--- config.mk ---
export PLATFORM = sky130hd
export DESIGN_NAME = execute_stage_mc
export DESIGN_NICKNAME = d
export VERILOG_FILES = /design/src/rtl/exec_pkg.sv /design/src/rtl/adder.sv /design/src/rtl/function_unit.sv /design/src/rtl/mul_div_unit.sv /design/src/rtl/three_to_one_mux.sv /design/src/rtl/execute_stage_mc.sv
export SDC_FILE = /design/constraint.sdc
export NUM_CORES = 2
export LEC_CHECK = 0
export CAP_MARGIN = 5
export CELL_PAD_IN_SITES_DETAIL_PLACEMENT = 2
export CELL_PAD_IN_SITES_GLOBAL_PLACEMENT = 2
export CORE_ASPECT_RATIO = 0.7
export CORE_MARGIN = 2
export CORE_UTILIZATION = 39
export CTS_BUF_LIST = sky130_fd_sc_hd__clkbuf_2 sky130_fd_sc_hd__clkbuf_4 sky130_fd_sc_hd__clkbuf_8
export CTS_CLUSTER_DIAMETER = 100
export CTS_CLUSTER_SIZE = 30
export DETAILED_ROUTE_END_ITERATION = 12
export PLACE_DENSITY = 0.95
export REMOVE_ABC_BUFFERS = 1
export SLEW_MARGIN = 10
export SYNTH_ARGS = -nofsm -noshare
export SYNTH_HDL_FRONTEND = slang
export SYNTH_HIERARCHICAL = 1
export SYNTH_SLANG_ARGS = --single-unit
--- constraint.sdc ---
create_clock -name clk -period 13.6 [get_ports clk]
set_input_delay 1.36 -clock clk [delete_from_list [all_inputs] [get_ports clk]]
set_output_delay 1.36 -clock clk [all_outputs]
set_load 0.005 [all_outputs]
--- src/rtl/exec_pkg.sv ---
`default_nettype none
// +----------------------------------------------------------------------------+
// | exec_pkg                                                                   |
// | Shared encodings for the multi-cycle execute stage.                        |
// | Revision: 1.0                                                              |
// +----------------------------------------------------------------------------+
package exec_pkg;

  localparam logic [1:0] MOP_ALU  = 2'b00;
  localparam logic [1:0] MOP_MUL  = 2'b01;
  localparam logic [1:0] MOP_DIVU = 2'b10;
  localparam logic [1:0] MOP_REMU = 2'b11;

  localparam logic [1:0] MD_ALU  = 2'd0;
  localparam logic [1:0] MD_DATA = 2'd1;
  localparam logic [1:0] MD_SLT  = 2'd2;

  localparam logic [3:0] FS_MOVA = 4'b0000;
  localparam logic [3:0] FS_INC  = 4'b0001;
  localparam logic [3:0] FS_ADD  = 4'b0010;
  localparam logic [3:0] FS_SUB  = 4'b0101;
  localparam logic [3:0] FS_DEC  = 4'b0110;
  localparam logic [3:0] FS_AND  = 4'b1000;
  localparam logic [3:0] FS_OR   = 4'b1001;
  localparam logic [3:0] FS_XOR  = 4'b1010;
  localparam logic [3:0] FS_NOT  = 4'b1011;
  localparam logic [3:0] FS_MOVB = 4'b1100;
  localparam logic [3:0] FS_SRL  = 4'b1101;
  localparam logic [3:0] FS_SLL  = 4'b1110;

  // Divide-by-zero quotient is every bit set, at whatever width is in use.
  localparam logic DIVZ_QUOT_FILL = 1'b1;

  typedef enum logic [1:0] {
    ST_IDLE = 2'd0,
    ST_BUSY = 2'd1,
    ST_HOLD = 2'd2
  } exec_state_e;

endpackage
`default_nettype wire

--- src/rtl/adder.sv ---
`default_nettype none
// +----------------------------------------------------------------------------+
// | adder                                                                      |
// | Plain WIDTH-bit adder, carry discarded.                                    |
// | Revision: 1.0                                                              |
// +----------------------------------------------------------------------------+
module adder #(
  parameter int WIDTH = 32
) (
  input  logic [WIDTH-1:0] a_i,
  input  logic [WIDTH-1:0] b_i,
  output logic [WIDTH-1:0] sum_o
);
  assign sum_o = a_i + b_i;
endmodule
`default_nettype wire

--- src/rtl/function_unit.sv ---
`default_nettype none
// +----------------------------------------------------------------------------+
// | function_unit                                                              |
// | Single-cycle ALU/shifter with negative, overflow and zero flags.           |
// | Revision: 1.0                                                              |
// +----------------------------------------------------------------------------+
module function_unit
  import exec_pkg::*;
#(
  parameter int DATA_BITS = 32,
  parameter int SH_BITS   = 5
) (
  input  logic [DATA_BITS-1:0] a_i,
  input  logic [DATA_BITS-1:0] b_i,
  input  logic [3:0]           fs_i,
  input  logic [SH_BITS-1:0]   sh_i,
  output logic [DATA_BITS-1:0] f_o,
  output logic                 n_o,
  output logic                 v_o,
  output logic                 z_o
);
  logic [DATA_BITS-1:0] opb;
  logic [DATA_BITS-1:0] sum;
  logic                 cin;
  logic                 arith;

  always_comb begin
    opb   = '0;
    cin   = 1'b0;
    arith = 1'b1;
    case (fs_i)
      FS_MOVA: ;
      FS_INC:  cin = 1'b1;
      FS_ADD:  opb = b_i;
      FS_SUB:  begin opb = ~b_i; cin = 1'b1; end
      FS_DEC:  opb = '1;
      default: arith = 1'b0;
    endcase
  end

  assign sum = a_i + opb + {{(DATA_BITS-1){1'b0}}, cin};

  always_comb begin
    case (fs_i)
      FS_AND:  f_o = a_i & b_i;
      FS_OR:   f_o = a_i | b_i;
      FS_XOR:  f_o = a_i ^ b_i;
      FS_NOT:  f_o = ~a_i;
      FS_MOVB: f_o = b_i;
      FS_SRL:  f_o = b_i >> sh_i;
      FS_SLL:  f_o = b_i << sh_i;
      default: f_o = arith ? sum : '0;
    endcase
  end

  assign n_o = f_o[DATA_BITS-1];
  assign v_o = arith && (a_i[DATA_BITS-1] == opb[DATA_BITS-1]) &&
               (sum[DATA_BITS-1] != a_i[DATA_BITS-1]);
  assign z_o = (f_o == '0);
endmodule
`default_nettype wire

--- src/rtl/mul_div_unit.sv ---
`default_nettype none
// +----------------------------------------------------------------------------+
// | mul_div_unit                                                               |
// | Iterative unsigned shift-add multiply / restoring divide, one bit a cycle. |
// | Revision: 1.0                                                              |
// +----------------------------------------------------------------------------+
module mul_div_unit
  import exec_pkg::*;
#(
  parameter int DATA_BITS = 32
) (
  input  logic                 clk,
  input  logic                 rst,
  input  logic                 start_i,
  input  logic [1:0]           op_i,
  input  logic [DATA_BITS-1:0] a_i,
  input  logic [DATA_BITS-1:0] b_i,
  input  logic                 flush_i,
  output logic                 busy_o,
  output logic                 done_o,
  output logic [DATA_BITS-1:0] value_o
);
  localparam int W  = DATA_BITS;
  localparam int CW = $clog2(DATA_BITS + 1);

  logic          busy_q, busy_d;
  logic [CW-1:0] count_q, count_d;
  logic [1:0]    op_q, op_d;
  logic [W-1:0]  a_q, a_d, b_q, b_d, acc_q, acc_d, sh_q, sh_d;
  logic [W:0]    trial;

  // sh_q holds the multiplier (MSB first) or the dividend being consumed
  // while quotient bits shift in behind it.
  assign trial = {acc_q, sh_q[W-1]} - {1'b0, b_q};

  always_comb begin
    busy_d  = busy_q;
    count_d = count_q;
    op_d    = op_q;
    a_d     = a_q;
    b_d     = b_q;
    acc_d   = acc_q;
    sh_d    = sh_q;
    if (flush_i) begin
      busy_d  = 1'b0;
      count_d = '0;
    end else if (start_i) begin
      busy_d  = 1'b1;
      count_d = CW'(DATA_BITS);
      op_d    = op_i;
      a_d     = a_i;
      b_d     = b_i;
      acc_d   = '0;
      sh_d    = (op_i == MOP_MUL) ? b_i : a_i;
    end else if (busy_q) begin
      if (count_q == '0) begin
        busy_d = 1'b0;
      end else begin
        count_d = count_q - CW'(1);
        if (op_q == MOP_MUL) begin
          acc_d = {acc_q[W-2:0], 1'b0} + (sh_q[W-1] ? a_q : '0);
          sh_d  = {sh_q[W-2:0], 1'b0};
        end else if (!trial[W]) begin
          acc_d = trial[W-1:0];
          sh_d  = {sh_q[W-2:0], 1'b1};
        end else begin
          acc_d = {acc_q[W-2:0], sh_q[W-1]};
          sh_d  = {sh_q[W-2:0], 1'b0};
        end
      end
    end
  end

  always_ff @(posedge clk or posedge rst) begin
    if (rst) begin
      busy_q  <= 1'b0;
      count_q <= '0;
      op_q    <= MOP_ALU;
      a_q     <= '0;
      b_q     <= '0;
      acc_q   <= '0;
      sh_q    <= '0;
    end else begin
      busy_q  <= busy_d;
      count_q <= count_d;
      op_q    <= op_d;
      a_q     <= a_d;
      b_q     <= b_d;
      acc_q   <= acc_d;
      sh_q    <= sh_d;
    end
  end

  assign busy_o = busy_q;
  assign done_o = busy_q && (count_q == '0);

  always_comb begin
    case (op_q)
      MOP_DIVU: value_o = (b_q == '0) ? {DATA_BITS{DIVZ_QUOT_FILL}} : sh_q;
      MOP_REMU: value_o = (b_q == '0) ? a_q : acc_q;
      default:  value_o = acc_q;
    endcase
  end
endmodule
`default_nettype wire

--- src/rtl/three_to_one_mux.sv ---
`default_nettype none
// +----------------------------------------------------------------------------+
// | three_to_one_mux                                                           |
// | Three-input selector; the unused fourth code returns input 0.              |
// | Revision: 1.0                                                              |
// +----------------------------------------------------------------------------+
module three_to_one_mux #(
  parameter int WIDTH = 32
) (
  input  logic [1:0]       sel_i,
  input  logic [WIDTH-1:0] d0_i,
  input  logic [WIDTH-1:0] d1_i,
  input  logic [WIDTH-1:0] d2_i,
  output logic [WIDTH-1:0] y_o
);
  always_comb begin
    case (sel_i)
      2'd1:    y_o = d1_i;
      2'd2:    y_o = d2_i;
      default: y_o = d0_i;
    endcase
  end
endmodule
`default_nettype wire

--- src/rtl/execute_stage_mc.sv ---
`default_nettype none
// +----------------------------------------------------------------------------+
// | execute_stage_mc                                                           |
// | Stallable execute stage: single-cycle ALU plus iterative MUL/DIVU.         |
// | Revision: 1.0                                                              |
// +----------------------------------------------------------------------------+
module execute_stage_mc
  import exec_pkg::*;
#(
  parameter int DATA_BITS             = 32,
  parameter int REG_ADDR_WIDTH        = 5,
  parameter int PROGRAM_COUNTER_WIDTH = 32
) (
  input  logic                             clk,
  input  logic                             rst,
  input  logic                             in_valid,
  output logic                             in_ready,
  input  logic                             flush,
  input  logic                             RW,
  input  logic [REG_ADDR_WIDTH-1:0]        DA,
  input  logic [1:0]                       MD,
  input  logic [3:0]                       FS,
  input  logic [REG_ADDR_WIDTH-1:0]        SH,
  input  logic [1:0]                       MOP,
  input  logic [DATA_BITS-1:0]             BUSA,
  input  logic [DATA_BITS-1:0]             BUSB,
  input  logic [DATA_BITS-1:0]             DData,
  input  logic [PROGRAM_COUNTER_WIDTH-1:0] pc_min_two,
  output logic                             out_valid,
  input  logic                             out_ready,
  output logic                             RW_WB,
  output logic [REG_ADDR_WIDTH-1:0]        DA_WB,
  output logic [1:0]                       MD_WB,
  output logic [DATA_BITS-1:0]             result,
  output logic [DATA_BITS-1:0]             DData_next,
  output logic                             determinate,
  output logic [DATA_BITS-1:0]             BrA,
  output logic                             zero,
  output logic [DATA_BITS-1:0]             forward_data,
  output logic                             fwd_valid
);
  exec_state_e state_q, state_d;

  logic [DATA_BITS-1:0] alu_f, md_value, pc_ext;
  logic                 alu_n, alu_v, alu_det;
  logic                 md_busy, md_done;
  logic                 slot_free, accept, load_alu, load_md, start_md;

  logic                      out_valid_q, out_valid_d, rw_wb_q, rw_wb_d, det_q, det_d;
  logic [REG_ADDR_WIDTH-1:0] da_wb_q, da_wb_d, pda_q, pda_d;
  logic [1:0]                md_wb_q, md_wb_d, pmd_q, pmd_d;
  logic [DATA_BITS-1:0]      result_q, result_d, dd_q, dd_d, pdd_q, pdd_d;
  logic                      prw_q, prw_d;
  logic                      unused_md_busy;

  function_unit #(.DATA_BITS(DATA_BITS), .SH_BITS(REG_ADDR_WIDTH)) u_fu (
    .a_i(BUSA), .b_i(BUSB), .fs_i(FS), .sh_i(SH),
    .f_o(alu_f), .n_o(alu_n), .v_o(alu_v), .z_o(zero)
  );
  assign alu_det = alu_n ^ alu_v;

  generate
    if (PROGRAM_COUNTER_WIDTH == DATA_BITS) begin : g_pc_full
      assign pc_ext = pc_min_two;
    end else begin : g_pc_pad
      assign pc_ext = {{(DATA_BITS-PROGRAM_COUNTER_WIDTH){1'b0}}, pc_min_two};
    end
  endgenerate

  adder #(.WIDTH(DATA_BITS)) u_bra (.a_i(pc_ext), .b_i(BUSB), .sum_o(BrA));

  three_to_one_mux #(.WIDTH(DATA_BITS)) u_fwd (
    .sel_i(MD), .d0_i(alu_f), .d1_i(DData),
    .d2_i({{(DATA_BITS-1){1'b0}}, alu_det}), .y_o(forward_data)
  );

  mul_div_unit #(.DATA_BITS(DATA_BITS)) u_md (
    .clk(clk), .rst(rst), .start_i(start_md), .op_i(MOP), .a_i(BUSA), .b_i(BUSB),
    .flush_i(flush), .busy_o(md_busy), .done_o(md_done), .value_o(md_value)
  );
  assign unused_md_busy = md_busy;

  always_ff @(posedge clk or posedge rst) begin
    if (rst) state_q <= ST_IDLE;
    else     state_q <= state_d;
  end

  always_comb begin
    state_d = state_q;
    case (state_q)
      ST_IDLE: if (start_md) state_d = ST_BUSY;
      ST_BUSY: if (md_done) state_d = load_md ? ST_IDLE : ST_HOLD;
      ST_HOLD: if (load_md) state_d = ST_IDLE;
      default: state_d = ST_IDLE;
    endcase
    if (flush) state_d = ST_IDLE;
  end

  always_comb begin
    slot_free = !out_valid_q || out_ready;
    in_ready  = (state_q == ST_IDLE) && slot_free && !flush;
    accept    = in_valid && in_ready;
    load_alu  = accept && (MOP == MOP_ALU);
    start_md  = accept && (MOP != MOP_ALU);
    load_md   = !flush && slot_free &&
                (((state_q == ST_BUSY) && md_done) || (state_q == ST_HOLD));
    fwd_valid = in_valid && (MOP == MOP_ALU) && (state_q == ST_IDLE);
  end

  // Control for a multi-cycle op waits here until its result is ready.
  always_comb begin
    prw_d = prw_q;
    pda_d = pda_q;
    pmd_d = pmd_q;
    pdd_d = pdd_q;
    if (start_md) begin
      prw_d = RW;
      pda_d = DA;
      pmd_d = MD;
      pdd_d = DData;
    end
  end

  always_comb begin
    out_valid_d = out_valid_q;
    rw_wb_d     = rw_wb_q;
    da_wb_d     = da_wb_q;
    md_wb_d     = md_wb_q;
    result_d    = result_q;
    dd_d        = dd_q;
    det_d       = det_q;
    if (out_valid_q && out_ready) out_valid_d = 1'b0;
    if (load_alu) begin
      out_valid_d = 1'b1;
      rw_wb_d     = RW;
      da_wb_d     = DA;
      md_wb_d     = MD;
      result_d    = alu_f;
      dd_d        = DData;
      det_d       = alu_det;
    end else if (load_md) begin
      out_valid_d = 1'b1;
      rw_wb_d     = prw_q;
      da_wb_d     = pda_q;
      md_wb_d     = pmd_q;
      result_d    = md_value;
      dd_d        = pdd_q;
      det_d       = 1'b0;
    end
    if (flush) out_valid_d = 1'b0;
  end

  always_ff @(posedge clk or posedge rst) begin
    if (rst) begin
      out_valid_q <= 1'b0;
      rw_wb_q     <= 1'b0;
      da_wb_q     <= '0;
      md_wb_q     <= '0;
      result_q    <= '0;
      dd_q        <= '0;
      det_q       <= 1'b0;
      prw_q       <= 1'b0;
      pda_q       <= '0;
      pmd_q       <= '0;
      pdd_q       <= '0;
    end else begin
      out_valid_q <= out_valid_d;
      rw_wb_q     <= rw_wb_d;
      da_wb_q     <= da_wb_d;
      md_wb_q     <= md_wb_d;
      result_q    <= result_d;
      dd_q        <= dd_d;
      det_q       <= det_d;
      prw_q       <= prw_d;
      pda_q       <= pda_d;
      pmd_q       <= pmd_d;
      pdd_q       <= pdd_d;
    end
  end

  assign out_valid   = out_valid_q;
  assign RW_WB       = rw_wb_q;
  assign DA_WB       = da_wb_q;
  assign MD_WB       = md_wb_q;
  assign result      = result_q;
  assign DData_next  = dd_q;
  assign determinate = det_q;
endmodule
`default_nettype wire

==> metrics.cfg <==
[run_status]
outcome=finished clean

[setup_path]
worst_setup_path_start_kind=input pin
critical_path.cell_chain=clkdlybuf4s50_1 > clkinv_1 > nor2_1 > nand2_1 > buf_4 > o211ai_1 > fa_1 > inv_1 > fa_1 > nor2b_1 > o2111ai_1 > a21oi_1 > o21ai_0 > a31oi_1 > o31ai_1 > or3_1 > nor4_1 > nand4bb_1 > nor2_1 > clkdlybuf4s50_1
worstSetupStartpoint=FS[2]
crit_buf_inv=5
crit_path_top_delay_cell=clkdlybuf4s50_1
path_delay_family=buffers and inverters
cpPeakStageDelay_ns=1.11
criticalPathCategory=input pin to primary output
worstSetupEndpointType=primary output
crit_fanout=32
required_ns=12.24
r2r-start=u_md/sh_q[31]
worstPathArrival_ns=8.20

[floorplanning]
die_h_um=224
rows=80
fp.dieW_um=319
fp.coreArea_um2=68400
ios=293
start_util=0.396
die_area_um2=71600

[synthesis]
synth-simple-area-share=0.159
synthTopCellsByArea=dfrtp_1 23%, ha_1 8.8%, nand2_1 5.3%, mux2i_1 4.9%, o21ai_0 4.2%
ys_types=117
synth.area.mux_share=0.121
syn_avg_cell_area_um2=8.13
syn_inst=3329
yosys.area_share.xor_xnor=0.0320
yosysSeqAreaShare=0.234
yosysWarnings=6
synth_area_um2=27100
ys_seq_elements=253
synth_ff_type=dfrtp_1
synth_top_area_frac=0.234
synth_top_family_by_area=compound AO/OA/AOI/OAI gates
async_reset_ff_frac=1.00
synth-edff-count=0
synth_fa_ha_area_frac=0.0920
yosysTopAreaCell=dfrtp_1
synth_compound_area_frac=0.293

[global_routing]
grt_pass1_wl_mm=225
overflow=0
grt_pass1_vias=32200
globalRouteTotalUtil=0.421
grt_max_degree=98
antenna_found_initial=6

[finish]
area_growth_pct=14.5
nNetsFinal=3828
ff_latch_area_um2=6330
drive_gt1_frac=0.0894
fillers=7579
multi_input_area_um2=19100

[power_and_ir_drop]
cellLeakagePower_nw=13.0
p_total_mw=3.54
p_per_area_nw_per_um2=114
max-vdd-ir-drop_v=0.000116

[timing]
finalMaxSlewViolations=0
timing.fmax_ghz=0.105
skew_ns=0.121
fin_crit_ns=9.56
rsz0062_at_grt=false
setup_viol=0
worstMarginPinSlew_ns=1.32
hold_viol=0
fin_tns_setup_ns=0
finalCritPeriodShare=0.703
relSlewSlack=0.117

[clock_network]
clock_latency_ns=0.69
clockRootBuffer=clkbuf_8
cts_tree=built
cts_setup_buffers=0
cts.sinks=253
cts.clk_slew.worst_paths_ns=0.15
cts_buffers=16
htree_levels=1
hold_buffers=0
cts_resized=0
ctsLongestPathBuffers=3

[detailed_routing]
wl_met1_mm=64.2
highest_layer=met5
wl_met2_mm=67.8
ant_nets=0
vias_per_cell=6.94
totalWireLength_mm=155
vias=30500
routedWlPerCell_um=35.4
drt_iter0_drc=3583
dr_wl_met3_mm=14.9
drc=0
drt-pass1-iter-count=5

[placement]
port_buffers=292
place.gp.congestion=1.04
hpwl_mm=117

[flow_run]
maxCapViolations=0

[hold_path]
min_path_type=flop to flop
hp-start=pdd_q[1]

-- sequential cells by signal (all words and copies together), names as in the netlist, 2 cells and up --
name / cells
u_md/sh_q: 32
u_md/op_q: 2
u_md/a_q: 32
u_md/b_q: 32
pda_q: 5
u_md/count_q: 6
state_q: 2
DA_WB: 5
u_md/acc_q: 32
DData_next: 32
pmd_q: 2
pdd_q: 32
MD_WB: 2
result: 32
-- area by class of cell --
class                      instances  area share
multi-input combinational       2686       0.615
sequential                       253       0.204
timing repair buffer             372       0.113
tap                              902      0.0364
inverter                         151      0.0185
clock buffer                      17     0.00755
clock inverter                    10     0.00525
antenna                            1   0.0000807
-- per-stage QoR --
stage               instances  instance area [um2]  setup WS [ns]  utilization  hold slack [ns]
finish                   4392                31000           4.04        0.453            0.538
CTS                      4390                31000           4.29        0.453            0.542
detailed placement       4363                30600           4.35        0.447            0.500
global placement         4363                30600           4.69        0.447            0.490
floorplan                3090                25900           3.26            -            0.467
global route             4391                31000           3.80        0.453            0.552
-- where the power goes --
group / internal [mW] / switching, mW / leakage [nW]
clock network: 0.155 / 0.327 / 0.197
registers: 0.967 / 0.200 / 3.09
logic: 0.772 / 1.12 / 9.71
-- cells in the final DEF (no fill, tap or decap), types with 31 or more instances in the layout --
master | netlist | final
nand2_1 | 379 | 379
clkdlybuf4s50_1 | 0 | 286
dfrtp_1 | 253 | 253
o21ai_0 | 229 | 229
nor2_1 | 197 | 197
a21oi_1 | 192 | 192
ha_1 | 191 | 190
inv_1 | 148 | 146
mux2i_1 | 132 | 132
o22ai_1 | 122 | 122
mux2_2 | 101 | 101
buf_4 | 8 | 80
o211ai_1 | 79 | 79
a2bb2oi_1 | 75 | 75
a22oi_1 | 66 | 66
o21ai_1 | 54 | 54
xnor2_1 | 54 | 54
a21o_1 | 52 | 52
nand3_1 | 52 | 51
a211oi_1 | 46 | 46
xor2_1 | 45 | 45
and2_1 | 44 | 44
mux4_2 | 34 | 34
nor3_1 | 34 | 32
nand4_1 | 31 | 31
conb_1 | 1 | 31
-- routing by layer --
metal	global-route usage	vias up
met3	0.0983	409
met5	0	-
li1	-	12700
met1	0.555	15700
met4	0.193	4
met2	0.653	1718
-- Yosys cell counts (12+ instances only) --
library cell    n
mux2i_1       132
mux4_2         34
nor2_1        197
ha_1          191
o21a_1         22
dfrtp_1       253
o22ai_1       122
xor2_1         45
a221oi_1       12
nand2_1       379
o21ai_1        54
nand3_1        52
a22oi_1        66
mux2_2        101
buf_1          21
nor2b_1        29
a21o_1         52
a2bb2oi_1      75
clkbuf_1      142
nand3b_1       15
inv_1         148
and3_1         18
nand4_1        31
nor4_1         15
buf_2          82
o21bai_1       15
a211oi_1       46
xnor2_1        54
a31oi_1        20
o31ai_1        19
a21oi_1       192
o21ai_0       229
a211o_1        14
and2_1         44
or3_1          14
nor3_1         34
nand2b_1       26
o211ai_1       79
o2111ai_1      16
-- cell families after synthesis --
| logic type | count (synthesis) |
|---|---|
| fa+ha+maj | 196 |
| simple gates | 912 |
| buf+inv | 420 |
| other cells | 1 |
| compound gates | 1177 |
| flops | 253 |
| xor+xnor | 99 |
| mux | 271 |
-- final timing paths --
kind	endpoint	cells past startpoint	slack [ns]
min reg2reg	pdd_q[1]	1	0.54
max	zero	20	4.04
min	pdd_q[1]	1	0.54
max reg2reg	u_md/acc_q[0]	12	9.23
min in group asynchronous	u_md/a_q[26]	2	1.19
max in group asynchronous	u_md/a_q[10]	3	10.77
Note: power is estimated with default switching activity, not from simulation.
